**src/rtl/memory_access_pkg.sv**
```systemverilog
// memory_access_pkg
//   Shared constants for the rv32i memory stage: one-hot opcode class
//   indices, exception bit indices (including the load/store misalign
//   bits), the load/store funct3 width codes, and the stage FSM states.
package memory_access_pkg;

  // One-hot opcode class vector
  localparam int OPCODE_WIDTH = 11;
  localparam int OP_RTYPE  = 0;
  localparam int OP_ITYPE  = 1;
  localparam int OP_LOAD   = 2;
  localparam int OP_STORE  = 3;
  localparam int OP_BRANCH = 4;
  localparam int OP_JAL    = 5;
  localparam int OP_JALR   = 6;
  localparam int OP_LUI    = 7;
  localparam int OP_AUIPC  = 8;
  localparam int OP_SYSTEM = 9;
  localparam int OP_FENCE  = 10;

  // Accumulated exception bit vector
  localparam int EXCEPTION_WIDTH = 6;
  localparam int ILLEGAL        = 0;
  localparam int ECALL          = 1;
  localparam int EBREAK         = 2;
  localparam int INSTR_MISALIGN = 3;
  localparam int LOAD_MISALIGN  = 4;
  localparam int STORE_MISALIGN = 5;

  // funct3 width/sign codes for loads and stores
  localparam logic [2:0] LSU_B  = 3'b000;
  localparam logic [2:0] LSU_H  = 3'b001;
  localparam logic [2:0] LSU_W  = 3'b010;
  localparam logic [2:0] LSU_BU = 3'b100;
  localparam logic [2:0] LSU_HU = 3'b101;

  typedef enum logic [1:0] {
    IDLE = 2'd0,
    BUSY = 2'd1,
    HOLD = 2'd2
  } mem_state_t;

  function automatic logic is_mem_op(input logic [OPCODE_WIDTH-1:0] opcode_type);
    return opcode_type[OP_LOAD] | opcode_type[OP_STORE];
  endfunction

endpackage

```
**src/rtl/memory_access_if.sv**
```systemverilog
// memory_access_if
//   Single-outstanding req/ack data-memory bus.
//   req/we/addr/wdata/sel : driven by the master (memory stage)
//   ack/rdata             : driven by the slave (data memory), rdata valid with ack
interface memory_access_if;
  logic        req;
  logic        we;
  logic [31:0] addr;
  logic [31:0] wdata;
  logic [3:0]  sel;
  logic        ack;
  logic [31:0] rdata;

  modport master (output req, we, addr, wdata, sel, input ack, rdata);
  modport slave  (input req, we, addr, wdata, sel, output ack, rdata);
endinterface

```
**src/rtl/memory_access_lsu_align.sv**
```systemverilog
// lsu_align
//   Purely combinational byte-lane logic for the memory stage.
//   funct3, addr_lo, rs2_data -> sel, wdata (store lanes replicated)
//   funct3, addr_lo, rdata    -> load_data (sign/zero extended)
//   funct3, addr_lo           -> misaligned
module lsu_align
  import memory_access_pkg::*;
(
  input  logic [2:0]  funct3,
  input  logic [1:0]  addr_lo,
  input  logic [31:0] rs2_data,
  input  logic [31:0] rdata,
  output logic [3:0]  sel,
  output logic [31:0] wdata,
  output logic [31:0] load_data,
  output logic        misaligned
);

  logic [7:0]  byte_lane;
  logic [15:0] half_lane;

  // Access size comes from funct3[1:0]; unused codes fall into the word case.
  always_comb begin
    sel        = 4'b1111;
    wdata      = rs2_data;
    misaligned = 1'b0;
    case (funct3[1:0])
      2'b00: begin
        sel   = 4'b0001 << addr_lo;
        wdata = {4{rs2_data[7:0]}};
      end
      2'b01: begin
        sel        = addr_lo[1] ? 4'b1100 : 4'b0011;
        wdata      = {2{rs2_data[15:0]}};
        misaligned = addr_lo[0];
      end
      default: begin
        sel        = 4'b1111;
        wdata      = rs2_data;
        misaligned = |addr_lo;
      end
    endcase
  end

  // Load extension picks the addressed lane, then extends by funct3.
  always_comb begin
    byte_lane = rdata[{addr_lo, 3'b000} +: 8];
    half_lane = addr_lo[1] ? rdata[31:16] : rdata[15:0];
    case (funct3)
      LSU_B:   load_data = {{24{byte_lane[7]}}, byte_lane};
      LSU_H:   load_data = {{16{half_lane[15]}}, half_lane};
      LSU_BU:  load_data = {24'd0, byte_lane};
      LSU_HU:  load_data = {16'd0, half_lane};
      default: load_data = rdata;
    endcase
  end

endmodule

```
**src/rtl/memory_access.sv**
```systemverilog
// memory_access
//   rv32i stage 4. Performs loads/stores over the dmem bus, passes every
//   other instruction through with one cycle of latency, and stalls the
//   upstream pipeline while a transaction or held result is pending.
//   clk, rst (async, active low)
//   execute_*  : instruction from execute
//   dmem       : data-memory bus (master side)
//   memory_*   : registered outputs to writeback
//   clk_en/stall/flush in, next_clk_en/next_stall out : pipeline control
module memory_access
  import memory_access_pkg::*;
(
  input  logic                       clk,
  input  logic                       rst,
  input  logic [OPCODE_WIDTH-1:0]    execute_opcode_type,
  input  logic [2:0]                 execute_funct3,
  input  logic [31:0]                execute_result,
  input  logic [31:0]                execute_rs2_data,
  input  logic [4:0]                 execute_rd,
  input  logic                       execute_rd_wr_en,
  input  logic [31:0]                execute_rd_wr_data,
  input  logic                       execute_rd_valid,
  input  logic [31:0]                execute_pc,
  input  logic [EXCEPTION_WIDTH-1:0] execute_exception,
  memory_access_if.master            dmem,
  output logic [4:0]                 memory_rd,
  output logic                       memory_rd_wr_en,
  output logic [31:0]                memory_rd_wr_data,
  output logic                       memory_rd_valid,
  output logic [31:0]                memory_pc,
  output logic [OPCODE_WIDTH-1:0]    memory_opcode_type,
  output logic [EXCEPTION_WIDTH-1:0] memory_exception,
  input  logic                       clk_en,
  input  logic                       stall,
  input  logic                       flush,
  output logic                       next_clk_en,
  output logic                       next_stall
);

  mem_state_t state, state_next;

  logic                       accept;
  logic                       mem_op;
  logic                       is_load_op;
  logic                       drop;
  logic                       flush_pending;
  logic [2:0]                 saved_funct3;
  logic [1:0]                 saved_addr_lo;
  logic                       saved_is_load;
  logic [31:0]                hold_data;
  logic [31:0]                result_data;
  logic [EXCEPTION_WIDTH-1:0] misalign_exc;

  logic [2:0]  align_funct3;
  logic [1:0]  align_addr_lo;
  logic [3:0]  align_sel;
  logic [31:0] align_wdata;
  logic [31:0] align_load_data;
  logic        align_misaligned;

  // The aligner sees the incoming instruction in IDLE and the latched
  // access parameters while a transaction is outstanding.
  always_comb begin
    accept        = (state == IDLE) && clk_en && !stall && !flush;
    mem_op        = is_mem_op(execute_opcode_type);
    is_load_op    = execute_opcode_type[OP_LOAD];
    drop          = flush_pending || flush;
    align_funct3  = (state == IDLE) ? execute_funct3 : saved_funct3;
    align_addr_lo = (state == IDLE) ? execute_result[1:0] : saved_addr_lo;
    result_data   = saved_is_load ? align_load_data : memory_rd_wr_data;
    misalign_exc  = '0;
    if (is_load_op) misalign_exc[LOAD_MISALIGN]  = 1'b1;
    else            misalign_exc[STORE_MISALIGN] = 1'b1;
  end

  assign next_stall = stall || (state != IDLE);

  lsu_align u_lsu_align (
    .funct3     (align_funct3),
    .addr_lo    (align_addr_lo),
    .rs2_data   (execute_rs2_data),
    .rdata      (dmem.rdata),
    .sel        (align_sel),
    .wdata      (align_wdata),
    .load_data  (align_load_data),
    .misaligned (align_misaligned)
  );

  // State register
  always_ff @(posedge clk or negedge rst) begin
    if (!rst) state <= IDLE;
    else      state <= state_next;
  end

  // Next state: a flushed transaction still waits for its ack, then drops.
  always_comb begin
    state_next = state;
    case (state)
      IDLE: if (accept && mem_op && !align_misaligned) state_next = BUSY;
      BUSY: if (dmem.ack) state_next = (stall && !drop) ? HOLD : IDLE;
      HOLD: if (drop || !stall) state_next = IDLE;
      default: state_next = IDLE;
    endcase
  end

  // Pipeline and bus registers. next_clk_en is a one-cycle pulse per result.
  always_ff @(posedge clk or negedge rst) begin
    if (!rst) begin
      dmem.req           <= 1'b0;
      dmem.we            <= 1'b0;
      dmem.addr          <= '0;
      dmem.wdata         <= '0;
      dmem.sel           <= '0;
      memory_rd          <= '0;
      memory_rd_wr_en    <= 1'b0;
      memory_rd_wr_data  <= '0;
      memory_rd_valid    <= 1'b0;
      memory_pc          <= '0;
      memory_opcode_type <= '0;
      memory_exception   <= '0;
      next_clk_en        <= 1'b0;
      saved_funct3       <= '0;
      saved_addr_lo      <= '0;
      saved_is_load      <= 1'b0;
      hold_data          <= '0;
      flush_pending      <= 1'b0;
    end else begin
      next_clk_en <= 1'b0;

      if (state != IDLE && state_next == IDLE) flush_pending <= 1'b0;
      else if (state != IDLE && flush)         flush_pending <= 1'b1;

      case (state)
        IDLE: begin
          if (accept) begin
            memory_rd          <= execute_rd;
            memory_rd_wr_en    <= execute_rd_wr_en;
            memory_rd_wr_data  <= execute_rd_wr_data;
            memory_rd_valid    <= execute_rd_valid;
            memory_pc          <= execute_pc;
            memory_opcode_type <= execute_opcode_type;
            memory_exception   <= execute_exception;
            if (!mem_op) begin
              next_clk_en <= 1'b1;
            end else if (align_misaligned) begin
              memory_rd_wr_en  <= 1'b0;
              memory_exception <= execute_exception | misalign_exc;
              next_clk_en      <= 1'b1;
            end else begin
              dmem.req        <= 1'b1;
              dmem.we         <= execute_opcode_type[OP_STORE];
              dmem.addr       <= {execute_result[31:2], 2'b00};
              dmem.wdata      <= align_wdata;
              dmem.sel        <= align_sel;
              saved_funct3    <= execute_funct3;
              saved_addr_lo   <= execute_result[1:0];
              saved_is_load   <= is_load_op;
              memory_rd_valid <= 1'b0;
            end
          end
        end
        BUSY: begin
          if (dmem.ack) begin
            dmem.req <= 1'b0;
            if (!drop) begin
              if (!stall) begin
                memory_rd_wr_data <= result_data;
                memory_rd_valid   <= 1'b1;
                next_clk_en       <= 1'b1;
              end else begin
                hold_data <= result_data;
              end
            end
          end
        end
        HOLD: begin
          if (!drop && !stall) begin
            memory_rd_wr_data <= hold_data;
            memory_rd_valid   <= 1'b1;
            next_clk_en       <= 1'b1;
          end
        end
        default: ;
      endcase
    end
  end

endmodule

```
**src/flat_wrapper.sv**
```systemverilog
// flat-port wrapper written by rule: the top's interface ports become plain ports
module memory_access_flat import memory_access_pkg::*;
  (clk, rst, execute_opcode_type, execute_funct3, execute_result, execute_rs2_data, execute_rd, execute_rd_wr_en, execute_rd_wr_data, execute_rd_valid, execute_pc, execute_exception, memory_rd, memory_rd_wr_en, memory_rd_wr_data, memory_rd_valid, memory_pc, memory_opcode_type, memory_exception, clk_en, stall, flush, next_clk_en, next_stall, dmem_req, dmem_we, dmem_addr, dmem_wdata, dmem_sel, dmem_ack, dmem_rdata);
  memory_access_if dmem_i ();
  input  logic clk;
  input  logic rst;
  input  logic [OPCODE_WIDTH-1:0] execute_opcode_type;
  input  logic [2:0] execute_funct3;
  input  logic [31:0] execute_result;
  input  logic [31:0] execute_rs2_data;
  input  logic [4:0] execute_rd;
  input  logic execute_rd_wr_en;
  input  logic [31:0] execute_rd_wr_data;
  input  logic execute_rd_valid;
  input  logic [31:0] execute_pc;
  input  logic [EXCEPTION_WIDTH-1:0] execute_exception;
  output logic [4:0] memory_rd;
  output logic memory_rd_wr_en;
  output logic [31:0] memory_rd_wr_data;
  output logic memory_rd_valid;
  output logic [31:0] memory_pc;
  output logic [OPCODE_WIDTH-1:0] memory_opcode_type;
  output logic [EXCEPTION_WIDTH-1:0] memory_exception;
  input  logic clk_en;
  input  logic stall;
  input  logic flush;
  output logic next_clk_en;
  output logic next_stall;
  output wire logic [$bits(dmem_i.req)-1:0] dmem_req;
  output wire logic [$bits(dmem_i.we)-1:0] dmem_we;
  output wire logic [$bits(dmem_i.addr)-1:0] dmem_addr;
  output wire logic [$bits(dmem_i.wdata)-1:0] dmem_wdata;
  output wire logic [$bits(dmem_i.sel)-1:0] dmem_sel;
  input wire logic [$bits(dmem_i.ack)-1:0] dmem_ack;
  input wire logic [$bits(dmem_i.rdata)-1:0] dmem_rdata;
  assign dmem_req = dmem_i.req;
  assign dmem_we = dmem_i.we;
  assign dmem_addr = dmem_i.addr;
  assign dmem_wdata = dmem_i.wdata;
  assign dmem_sel = dmem_i.sel;
  assign dmem_i.ack = dmem_ack;
  assign dmem_i.rdata = dmem_rdata;
  memory_access u_core (.clk(clk), .rst(rst), .execute_opcode_type(execute_opcode_type), .execute_funct3(execute_funct3), .execute_result(execute_result), .execute_rs2_data(execute_rs2_data), .execute_rd(execute_rd), .execute_rd_wr_en(execute_rd_wr_en), .execute_rd_wr_data(execute_rd_wr_data), .execute_rd_valid(execute_rd_valid), .execute_pc(execute_pc), .execute_exception(execute_exception), .dmem(dmem_i), .memory_rd(memory_rd), .memory_rd_wr_en(memory_rd_wr_en), .memory_rd_wr_data(memory_rd_wr_data), .memory_rd_valid(memory_rd_valid), .memory_pc(memory_pc), .memory_opcode_type(memory_opcode_type), .memory_exception(memory_exception), .clk_en(clk_en), .stall(stall), .flush(flush), .next_clk_en(next_clk_en), .next_stall(next_stall));
endmodule
```
**config.mk**
```make
export PLATFORM = sky130hd
export DESIGN_NAME = memory_access_flat
export DESIGN_NICKNAME = d
export VERILOG_FILES = /design/src/rtl/memory_access_pkg.sv /design/src/rtl/memory_access_if.sv /design/src/rtl/memory_access_lsu_align.sv /design/src/rtl/memory_access.sv /design/src/flat_wrapper.sv
export SDC_FILE = /design/constraint.sdc
export NUM_CORES = 1
export LEC_CHECK = 0
export CORE_MARGIN = 5
export CORE_UTILIZATION = 33
export CTS_CLUSTER_SIZE = 14
export DETAILED_ROUTE_END_ITERATION = 8
export SLEW_MARGIN = 15
export SYNTH_ARGS = -nofsm -noshare
export SYNTH_HDL_FRONTEND = slang
export SYNTH_SLANG_ARGS = --single-unit
```
**constraint.sdc**
```tcl
create_clock -name clk -period 3 [get_ports clk]
set_input_delay 0.6 -clock clk [delete_from_list [all_inputs] [get_ports clk]]
set_output_delay 0.6 -clock clk [all_outputs]
set_load 0.02 [all_outputs]
```
=== Word level (Yosys, flattened, before mapping) ===
Cells that the tools add are included.

* Shifts and indexed selects: 2
* Reductions and logical operators: 30
* Bitwise operators: 4
* Eq/ne operators: 13
* Muxes and demuxes: 49

{| class="wikitable"
|+ Operators by type and width
! operator !! count
|-
| $mux W32 || 6
|-
| $pmux W32 S4 || 1
|-
| $pmux W32 S3 || 1
|-
| $pmux W32 S2 || 1
|-
| $shiftx A32 B6 Y8 || 1
|-
| $mux W1 || 24
|-
| $mux W16 || 1
|-
| $mux W6 || 2
|-
| $mux W2 || 5
|-
| $logic_and A1 B1 Y1 || 9
|-
| $ne A2 B2 Y1 const B || 4
|-
| $pmux W4 S2 || 1
|-
| $reduce_and A4 Y1 || 2
|-
| $eq A3 B3 Y1 const B || 2
|-
| $logic_not A2 Y1 || 3
|-
| $ne A2 B1 Y1 const B || 3
|-
| $or A6 B6 Y6 || 1
|-
| $pmux W1 S3 || 2
|-
| $pmux W2 S3 || 1
|-
| $reduce_and A6 Y1 || 1
|-
| $reduce_bool A2 Y1 || 3
|-
| $reduce_and A5 Y1 || 1
|-
| $eq A2 B1 Y1 const B || 2
|-
| $logic_not A1 Y1 || 4
|-
| 13 further kinds || 17
|}

* Flip-flop bits (word level): 198
* Output and inout bits: 160
* Logic and storage cells: 117

=== Logic depth before layout (Yosys ltp) ===
Gate-level depths: netlist (run 1).

* Depth in word-level cells: 11
* Mapped depth: 12
* Gate-level depth less buffers: 7

=== By module ===
Synthesis (run 1) repeated with hierarchy kept, for this count alone.

* Cells, all modules: 1005
* Area, all modules: 9684.3 um2

{| class="wikitable"
|+ By module, submodules not included
! module !! sequential area each (um2) !! area each (um2) !! instances !! cells an instance
|-
| memory_access || 4954.8 || 8541.9 || 1 || 827
|-
| lsu_align || 0.0 || 1142.3 || 1 || 178
|}

=== Worst setup path after synthesis (run 1) ===
No wires, ideal clock.

* Kind: reg2reg
* Start: register u_core.state[1]
* End: register u_core.dmem.addr[10]
* Setup slack: 0.661 ns
* Library setup time: 0.117 ns
* Data arrival time: 2.223 ns
* Required time: 2.883 ns
* Stages on the path, launching flop included: 12
* Path through: dfrtp_1 -> inv_1 -> ha_1 -> buf_2 -> buf_4 -> mux2_2 -> a21oi_1 -> o211ai_1 -> buf_2 -> clkbuf_1 -> nand2_1 -> nand2_1

* Cells in the longest elaborated chain, start to end: 6
* Elaborated cells between the ends (all ways): 12
* Those cells by class: 1 x eq/ne; 3 x mux; 1 x bitwise; 7 x reduce/logical

{| class="wikitable"
|+ Ends and longest elaborated chain
! element !! line !! text
|-
| start: declaration || memory_access.sv:40 || <nowiki>mem_state_t state, state_next;</nowiki>
|-
| start signal: assignment || memory_access.sv:92 || <nowiki>else state <= state_next;</nowiki>
|-
| $logic_not A2 Y1 (*) || -- ||
|-
| $mux W3 / $mux W2 (equally long branches) || memory_access.sv:68, memory_access.sv:69 ||
|-
| $eq A2 B1 Y1 (tied with other cells) || memory_access_lsu_align.sv:27 || <nowiki>case (funct3[1:0])</nowiki>
|-
| $pmux W1 S2 || memory_access_lsu_align.sv:27 ||
|-
| $not A1 Y1 (no source line) || -- ||
|-
| $reduce_and A4 Y1 (no source line) (*) || -- ||
|-
| end signal: assignment || memory_access.sv:152 || <nowiki>dmem.addr <= {execute_result[31:2], 2'b00};</nowiki>
|-
| end: declaration || memory_access_if.sv:14 || <nowiki>modport master (output req, we, addr, wdata, sel, input ack, rdata);</nowiki>
|}

Every way passes the cells marked *; elsewhere a longest branch is shown, timed or not.
A chain may end at the register's enable or synchronous reset.

=== Worst setup path after layout (run 1) ===
* Start: register u_core.state[1]
* End: output next_stall

* Cells in the longest elaborated chain, start to end: 2

{| class="wikitable"
|+ Ends and longest elaborated chain
! element !! line !! text
|-
| $reduce_bool A2 Y1 || memory_access.sv:76 || <nowiki>assign next_stall = stall || (state != IDLE);</nowiki>
|-
| $logic_or A1 B1 Y1 || memory_access.sv:76 ||
|-
| end: declaration || flat_wrapper.sv:28 || <nowiki>output logic next_stall;</nowiki>
|}

No other way between the ends.

==> results.py, run 1 <==
metrics = {
    "setup_path": {
        "startpoint_type": "flop",
        "critical_path.max_stage_delay_ps": 540,
        "crit_type": "flop to output port",
        "cp_cell_sequence": "inv_1 -> ha_2 -> buf_4 -> nand2b_1 -> clkdlybuf4s50_1",
        "crit_slowest_cell": "clkdlybuf4s50_1",
        "worstPathRequired_ps": 2400,
        "cp_top_family": "buffers and inverters",
        "crit_fanout": 13,
        "end_kind": "output port",
        "cp.arrival_ps": 2170,
        "crit_buf_inv": 3,
    },
    "clock_tree": {
        "cts_root_buffer": "clkbuf_16",
        "tritoncts": "yes",
        "clock-sinks": 198,
        "path_clk_slew_ps": 90,
        "numCtsBuffers": 17,
        "htree_levels": 4,
        "clockBufferDepth": 2,
        "clock_latency_ps": 440,
    },
    "power": {
        "leakage_nw": 6.48,
        "ir_drop_mv": 0.417,
        "p_per_area_nw_per_um2": 1020,
        "power.total_mw": 14.7,
    },
    "timing": {
        "fin_skew_ps": 15.2,
        "rsz0062_at_grt": "no",
        "slew_headroom_pct": 46.0,
        "fmax_mhz": 362,
        "finalCriticalPeriod_ps": 2770,
        "fin_crit_sh_pct": 92.2,
        "tightest_slew_ps": 811,
        "drv_slew": 0,
        "setup-violations-final": 0,
        "hold_viol_final": 0,
        "fin_ws_ps": 234,
        "finalSetupTns_ps": 0,
    },
    "global_route": {
        "overflow": 0,
        "grt_max_degree": 89,
        "grt_pass1_wl_um": 54600,
        "grt_usage_pct": 20.6,
        "antenna_found_initial": 3,
        "grt_pass1_vias": 9428,
    },
    "drt": {
        "dr.pass1.iters": 5,
        "num_vias": 9434,
        "antenna_left": 0,
        "via_per_inst": 5.03,
        "wl_per_cell_um": 18.7,
        "routed_wl_um": 35100,
        "drc": 0,
        "drtIter0Drc": 688,
    },
    "floorplan": {
        "start_util_pct": 33.7,
        "core_area_um2": 28900,
        "dieArea_um2": 33000,
        "die_w_um": 182,
        "die_h_um": 182,
        "ios": 353,
        "rows": 62,
    },
    "min_path": {
        "hp-class": "input port to asynchronous set/reset pin",
    },
    "finish": {
        "final_cells": 1874,
        "most-common-layout-cells": "nand2_1, clkdlybuf4s50_1, dfrtp_1",
        "areaGrowthSynthToFinish_pct": 48.2,
        "finalNetCount": 1673,
        "final-seq-area_um2": 4960,
        "mostFrequentLayoutCell": "nand2_1",
        "multi_input_area_um2": 4420,
        "layout-drive-gt1-share_pct": 7.32,
        "final_util_pct": 49.9,
        "fill_cells": 2762,
    },
    "yosys": {
        "syn_inst": 1150,
        "ys_warn_count": 0,
        "async_reset_ff_share_pct": 100,
        "syn_area_per_cell_um2": 8.45,
        "ys_types": 52,
        "synth-edff-count": 0,
        "ys.flop_type": "dfrtp_1",
        "syn-cell-area_um2": 9720,
        "ys_ff_latch": 198,
        "yosysSeqAreaShare_pct": 51.0,
    },
    "placed_design": {
        "place_ws_ps": 65.5,
        "port_buffers": 350,
        "dp.cells": 1841,
        "routabilityCongestion": 0.840,
        "hpwl_um": 25200,
    },
    "run": {
        "maxCapViolations": 0,
    },
    "outcome": {
        "status": "finished, final reports clean",
    },
}
[metal layers]
metal / track usage, % / vias to the layer above / part of all wire, %
met5: 0 / - / 0.071
met4: 6.60 / 4 / 2.9
met3: 5.32 / 50 / 7.3
met2: 33.6 / 337 / 47
met1: 27.0 / 4481 / 43
li1: - / 4562 / -
[synthesized netlist by cell type (5+ instances only)]
master | instances | area share (%)
a31oi_1 | 27 | 1.7
nand2_1 | 378 | 15
a21oi_1 | 82 | 4.2
nor2b_1 | 11 | 0.71
dfrtp_1 | 198 | 51
a22oi_1 | 8 | 0.62
inv_1 | 8 | 0.31
clkbuf_1 | 56 | 2.2
mux2_2 | 14 | 1.6
nand3_1 | 16 | 0.82
a21o_1 | 42 | 3.2
o221ai_1 | 5 | 0.45
buf_2 | 20 | 1.0
a31o_2 | 7 | 0.63
nor2_1 | 87 | 3.4
o21ai_0 | 94 | 4.8
a221oi_1 | 17 | 1.5
mux2i_1 | 12 | 1.2
[sequential cells by signal (all words and copies together), names as in the netlist]
signal                     flops
u_core.memory_rd_wr_data      32
u_core.saved_addr_lo           2
u_core.dmem.sel                4
u_core.dmem.wdata             32
u_core.memory_rd_wr_en         1
u_core.memory_opcode_type     11
u_core.hold_data              32
u_core.memory_rd               5
u_core.memory_exception        6
u_core.memory_rd_valid         1
u_core.saved_is_load           1
u_core.state                   2
u_core.dmem.req                1
u_core.flush_pending           1
u_core.memory_pc              32
u_core.saved_funct3            3
u_core.dmem.we                 1
u_core.dmem.addr              30
u_core.next_clk_en             1
[report_power, final]
part	internal, mW	switching [mW]
combinational	3.38	4.28
sequential	3.92	0.782
clock	1.17	1.21
[stage by stage]
step           hold WS, ps  cell area [um^2]
6_report               151             14400
3_5_place_dp           462             13800
5_1_grt                215             14400
4_1_cts                203             14400
2_1_floorplan          304              9720
3_3_place_gp           451             13800
[cell type report]
cell class	instances	share of cell area (%)
diodes	1	0.0174
inverters	8	0.208
multi-input cells	862	30.7
flip-flops and latches	198	34.4
clock inverters	13	1.05
well taps	384	3.34
clock buffers	19	3.14
repair buffers	389	27.2
[cells by family (layout without fill, tap and decap cells)]
kind of cell / count (synthesis) / count (layout) / share of synthesized area [%]
simple gates: 520 / 520 / 21.4
fa+ha+maj: 4 / 4 / 0.515
mux: 29 / 29 / 3.37
flops: 198 / 198 / 51.0
compound gates: 307 / 307 / 19.8
other cells: 1 / 3 / 0.0386
buf+inv: 91 / 429 / 3.89
[worst reg2reg max path, stage by stage, from the launching register on]
cell and delay, ps:
dfrtp_1 430, inv_1 90, ha_2 280, buf_4 190, or3_1 370, a221oi_1 430, a221oi_4 130, buf_12 200
a21o_1 180, a221oi_1 280
[what timing repair did]
item                                    in CTS  in global routing
hold buffers                                 0                  0
buffers inserted                             0                  0
endpoints found under the setup margin       0                 16
gates resized for setup                      0                  2
[final timing paths]
kind                                     start                      endpoint  slack, ps  cells after the start
max                            u_core.state[1]                    next_stall        230                      5
min                                        rst  u_core.memory_rd_wr_data[20]        150                      1
max reg2reg                    u_core.state[1]  u_core.memory_rd_wr_data[30]        320                      9
min reg2reg                u_core.dmem.addr[9]           u_core.dmem.addr[9]        470                      2
max in group asynchronous                  rst         u_core.dmem.wdata[17]       2000                      2
min in group clk           u_core.dmem.addr[9]           u_core.dmem.addr[9]        470                      2
No activity file was read; power rests on OpenSTA's default activity.
==> run 2, diff against run 1 <==
--- a/config.mk
+++ b/config.mk
@@ -9,6 +9,7 @@
 export CORE_UTILIZATION = 33
 export CTS_CLUSTER_SIZE = 14
 export DETAILED_ROUTE_END_ITERATION = 8
+export MAX_ROUTING_LAYER = met4
 export SLEW_MARGIN = 15
 export SYNTH_ARGS = -nofsm -noshare
 export SYNTH_HDL_FRONTEND = slang
==> results.py, run 2 (synthesis gave the netlist of run 1 again) <==
metrics = {
    "timing": {
        "tightest_slew_ps": 804,
        "finalCriticalPeriod_ps": 2760,
        "fin_skew_ps": 15.0,
        "setup-violations-final": 0,
        "hold_slack_ps": 173,
        "hold_viol_final": 0,
        "fmax_mhz": 362,
        "drv_slew": 0,
        "finalSetupTns_ps": 0,
        "rsz0062_at_grt": "no",
        "fin_crit_sh_pct": 92.0,
        "slew_headroom_pct": 46.4,
    },
    "drt": {
        "dr.pass1.iters": 5,
        "antenna_left": 0,
        "num_vias": 9411,
        "wl_per_cell_um": 18.7,
        "via_per_inst": 5.02,
        "drc": 0,
        "drtIter0Drc": 670,
        "routed_wl_um": 35100,
    },
    "finish": {
        "most-common-layout-cells": "nand2_1, clkdlybuf4s50_1, dfrtp_1",
        "multi_input_area_um2": 4420,
        "mostFrequentLayoutCell": "nand2_1",
        "areaGrowthSynthToFinish_pct": 48.3,
        "postLayoutCellArea_um2": 14400,
        "final-seq-area_um2": 4960,
        "fill_cells": 2763,
        "layout-drive-gt1-share_pct": 7.32,
        "finalNetCount": 1673,
        "final_cells": 1876,
    },
    "clock_tree": {
        "numCtsBuffers": 17,
        "cts_root_buffer": "clkbuf_16",
        "path_clk_slew_ps": 80,
        "htree_levels": 4,
        "clock_latency_ps": 440,
        "tritoncts": "yes",
        "post-cts-setup-buffers": 0,
        "clock-sinks": 198,
        "clockBufferDepth": 2,
    },
    "setup_path": {
        "cp.arrival_ps": 2160,
        "critical_path.max_stage_delay_ps": 550,
        "cp_top_family": "buffers and inverters",
        "cp_cell_sequence": "inv_1 -> ha_2 -> buf_4 -> nand2b_1 -> clkdlybuf4s50_1",
        "end_kind": "output port",
        "worstPathRequired_ps": 2400,
        "crit_slowest_cell": "clkdlybuf4s50_1",
        "r2r_slack_ps": 330,
        "crit_buf_inv": 3,
        "crit_type": "flop to output port",
        "startpoint_type": "flop",
        "crit_fanout": 13,
    },
    "power": {
        "p_per_area_nw_per_um2": 1020,
        "leakage_nw": 6.48,
        "ir_drop_mv": 0.419,
        "power.total_mw": 14.7,
    },
    "global_route": {
        "grt_pass1_vias": 9426,
        "grt_max_degree": 89,
        "overflow": 0,
        "grt_usage_pct": 21.2,
        "antenna_found_initial": 3,
        "grt_pass1_wl_um": 54500,
    },
    "outcome": {
        "status": "finished, final reports clean",
    },
    "min_path": {
        "hp-class": "input port to asynchronous set/reset pin",
    },
    "floorplan": {
        "die_h_um": 182,
        "ios": 353,
        "start_util_pct": 33.7,
        "die_w_um": 182,
        "core_area_um2": 28900,
        "dieArea_um2": 33000,
        "rows": 62,
    },
    "placed_design": {
        "routabilityCongestion": 0.853,
        "dpl_cell_area_um2": 13800,
        "port_buffers": 350,
        "dp.cells": 1841,
        "hpwl_um": 25200,
    },
    "run": {
        "maxCapViolations": 0,
    },
}
## run 2: timing repair
action,in CTS,in global routing
endpoints found under the setup margin,0,16
hold buffers,0,0
gates resized for setup,0,2
## run 2: through the flow
step / setup slack, ps / utilization, %
after floorplan: 661 / -
after global placement: 199 / 47.8
after detailed placement: 65.5 / 47.8
after CTS: 75.1 / 49.9
after global routing: 136 / 49.9
final: 239 / 49.9
## run 2: layout make-up
type / instances / share of cell area, %
clock inverter: 13 / 1.05
sequential: 198 / 34.4
inverter: 8 / 0.208
tap: 384 / 3.33
multi-input combinational: 862 / 30.7
clock buffer: 19 / 3.14
antenna: 3 / 0.0521
timing repair buffer: 389 / 27.2
## run 2: final timing paths
path / start / to / cells past startpoint
setup / recovery: u_core.state[1] / next_stall / 5
hold / removal: rst / u_core.memory_rd_wr_data[20] / 1
setup reg to reg: u_core.state[1] / u_core.memory_rd_wr_data[30] / 9
hold reg to reg: u_core.dmem.addr[9] / u_core.dmem.addr[9] / 2
max in group asynchronous: rst / u_core.dmem.wdata[2] / 2
min in group clk: u_core.dmem.addr[9] / u_core.dmem.addr[9] / 2
## run 2: metal layers
layer | share of wire (%) | vias to the layer above | wire (um) | global-route usage [%]
met3 | 6.9 | 44 | 2410 | 4.70
met5 | 0 | - | 0 | -
met2 | 47 | 332 | 16600 | 33.6
met4 | 2.8 | 0 | 976 | 6.60
li1 | - | 4564 | - | -
met1 | 43 | 4471 | 15100 | 27.3
## run 2: power by group
part | switching (mW) | internal [mW] | total [mW]
Sequential | 0.783 | 3.92 | 4.71
Combinational | 4.28 | 3.38 | 7.66
Clock | 1.20 | 1.17 | 2.37
Total | 6.26 | 8.48 | 14.7
==> run 3, diff against run 2 <==
--- a/config.mk
+++ b/config.mk
@@ -6,10 +6,12 @@
 export NUM_CORES = 1
 export LEC_CHECK = 0
 export CORE_MARGIN = 5
-export CORE_UTILIZATION = 33
+export CORE_UTILIZATION = 45
 export CTS_CLUSTER_SIZE = 14
 export DETAILED_ROUTE_END_ITERATION = 8
+export GPL_TIMING_DRIVEN = 1
 export MAX_ROUTING_LAYER = met4
+export PLACE_DENSITY = 0.81
 export SLEW_MARGIN = 15
 export SYNTH_ARGS = -nofsm -noshare
 export SYNTH_HDL_FRONTEND = slang
==> results.py, run 3 (synthesis gave the netlist of run 1 again) <==
metrics = {
    "clock_tree": {
        "tritoncts": "yes",
        "hold_buffers": 0,
        "htree_levels": 4,
        "numCtsBuffers": 17,
        "post-cts-setup-buffers": 0,
        "path_clk_slew_ps": 80,
        "clock_latency_ps": 430,
        "clock-sinks": 198,
        "clockBufferDepth": 2,
        "cts_root_buffer": "clkbuf_16",
        "cts.repair.resized": 0,
    },
    "finish": {
        "most-common-layout-cells": "nand2_1, clkdlybuf4s50_1, dfrtp_1",
        "multi_input_area_um2": 4400,
        "finalNetCount": 1670,
        "postLayoutCellArea_um2": 14200,
        "fill_cells": 1695,
        "areaGrowthSynthToFinish_pct": 46.0,
        "mostFrequentLayoutCell": "nand2_1",
        "final-seq-area_um2": 4960,
        "layout-drive-gt1-share_pct": 6.93,
    },
    "setup_path": {
        "reg2reg_to": "u_core.memory_rd_wr_data[23]",
        "worstPathRequired_ps": 3320,
        "crit_fanout": 32,
        "reg2reg_depth": 9,
        "crit_type": "flop to flop",
        "startpoint_type": "flop",
        "r2r_slack_ps": 160,
        "worstReg2RegStart": "u_core.state[1]",
        "cp.arrival_ps": 3160,
        "end_kind": "flop",
    },
    "global_route": {
        "gr-usage-met3_pct": 4.54,
        "grt_usage_pct": 27.5,
        "overflow": 0,
        "grt.met2_usage_pct": 43.2,
        "grt_pass1_vias": 9378,
        "grt.busiest_layer": "met2",
        "met1_usage_pct": 35.6,
        "grt_max_degree": 77,
        "grt_pass1_wl_um": 51800,
        "antenna_found_initial": 2,
    },
    "drt": {
        "routed_wl_um": 33700,
        "wl_per_cell_um": 19.1,
        "dr.pass1.iters": 5,
        "num_vias": 9762,
        "via_per_inst": 5.54,
        "antenna_left": 0,
        "drtIter0Drc": 873,
        "drc": 0,
    },
    "timing": {
        "finalSetupTns_ps": 0,
        "rsz0062_at_grt": "no",
        "hold_slack_ps": 193,
        "tightest_slew_ps": 701,
        "finalCriticalPeriod_ps": 2840,
        "fin_crit_sh_pct": 94.6,
        "drv_slew": 0,
        "fmax_mhz": 352,
        "setup-violations-final": 0,
        "hold_viol_final": 0,
        "slew_headroom_pct": 52.9,
        "fin_skew_ps": 12.7,
    },
    "power": {
        "ir_drop_mv": 0.513,
        "p_per_area_nw_per_um2": 1040,
        "leakage_nw": 6.46,
        "power.total_mw": 14.7,
    },
    "floorplan": {
        "die_h_um": 157,
        "core_area_um2": 21200,
        "start_util_pct": 45.9,
        "ios": 353,
        "dieArea_um2": 24600,
        "rows": 53,
        "die_w_um": 157,
    },
    "outcome": {
        "status": "finished, final reports clean",
    },
    "run": {
        "maxCapViolations": 0,
    },
    "placed_design": {
        "port_buffers": 350,
        "routabilityCongestion": 0.909,
        "dpl_cell_area_um2": 13600,
        "hpwl_um": 24400,
    },
    "min_path": {
        "hp-class": "input port to asynchronous set/reset pin",
    },
}
==> run 3: worst max-delay path, cell delays in order (launching register included) <==
cell	delay, ps
dfrtp_1	440
inv_1	100
ha_1	320
buf_12	210
or3b_2	500
a211oi_1	350
a221oi_2	150
buf_12	200
a21o_1	170
a221oi_1	280
==> run 3: how the worst max path moves through the flow <==
stage	startpoint	endpoint	slack [ps]	cells after the start
2_1_floorplan	u_core.state[1]	u_core.dmem.addr[10]	660	11
5_1_grt	u_core.state[0]	u_core.memory_rd_wr_data[22]	30	9
4_1_cts	u_core.state[1]	u_core.memory_rd_wr_data[22]	160	9
3_3_place_gp	execute_funct3[1]	u_core.memory_rd_wr_data[22]	120	7
3_5_place_dp	execute_funct3[1]	u_core.memory_rd_wr_data[22]	80	7
6_report	u_core.state[1]	u_core.memory_rd_wr_data[23]	160	9
==> run 3: per-layer routing <==
layer,wire [um],vias to the layer above,part of all wire (%)
met4,1310,0,3.9
li1,-,4552,-
met3,2760,71,8.2
met2,16200,497,48
met5,0,-,0
met1,13500,4642,40
==> run 3: layout make-up <==
class                           instances  share of cell area, %
Sequential cell                       198                   34.9
Timing Repair Buffer                  386                   27.2
Tap cell                              275                   2.42
Multi-Input combinational cell        862                   31.0
Antenna cell                            2                 0.0353
Inverter                                8                  0.212
Clock inverter                         14                   1.15
Clock buffer                           18                   3.02
==> run 3: power by group <==
group	switching (mW)	total (mW)	leakage (nW)	internal [mW]
Combinational	4.22	7.58	3.75	3.37
Clock	1.13	2.32	0.289	1.19
Sequential	0.880	4.81	2.42	3.93
==> run 3: per-stage QoR <==
step / utilization [%] / setup slack (ps) / cells
2_1_floorplan: - / 661 / 1151
3_3_place_gp: 64.3 / 117 / 1729
3_5_place_dp: 64.3 / 80.8 / 1729
4_1_cts: 67.1 / 157 / 1761
5_1_grt: 67.1 / 30.9 / 1763
6_report: 67.1 / 162 / 1763
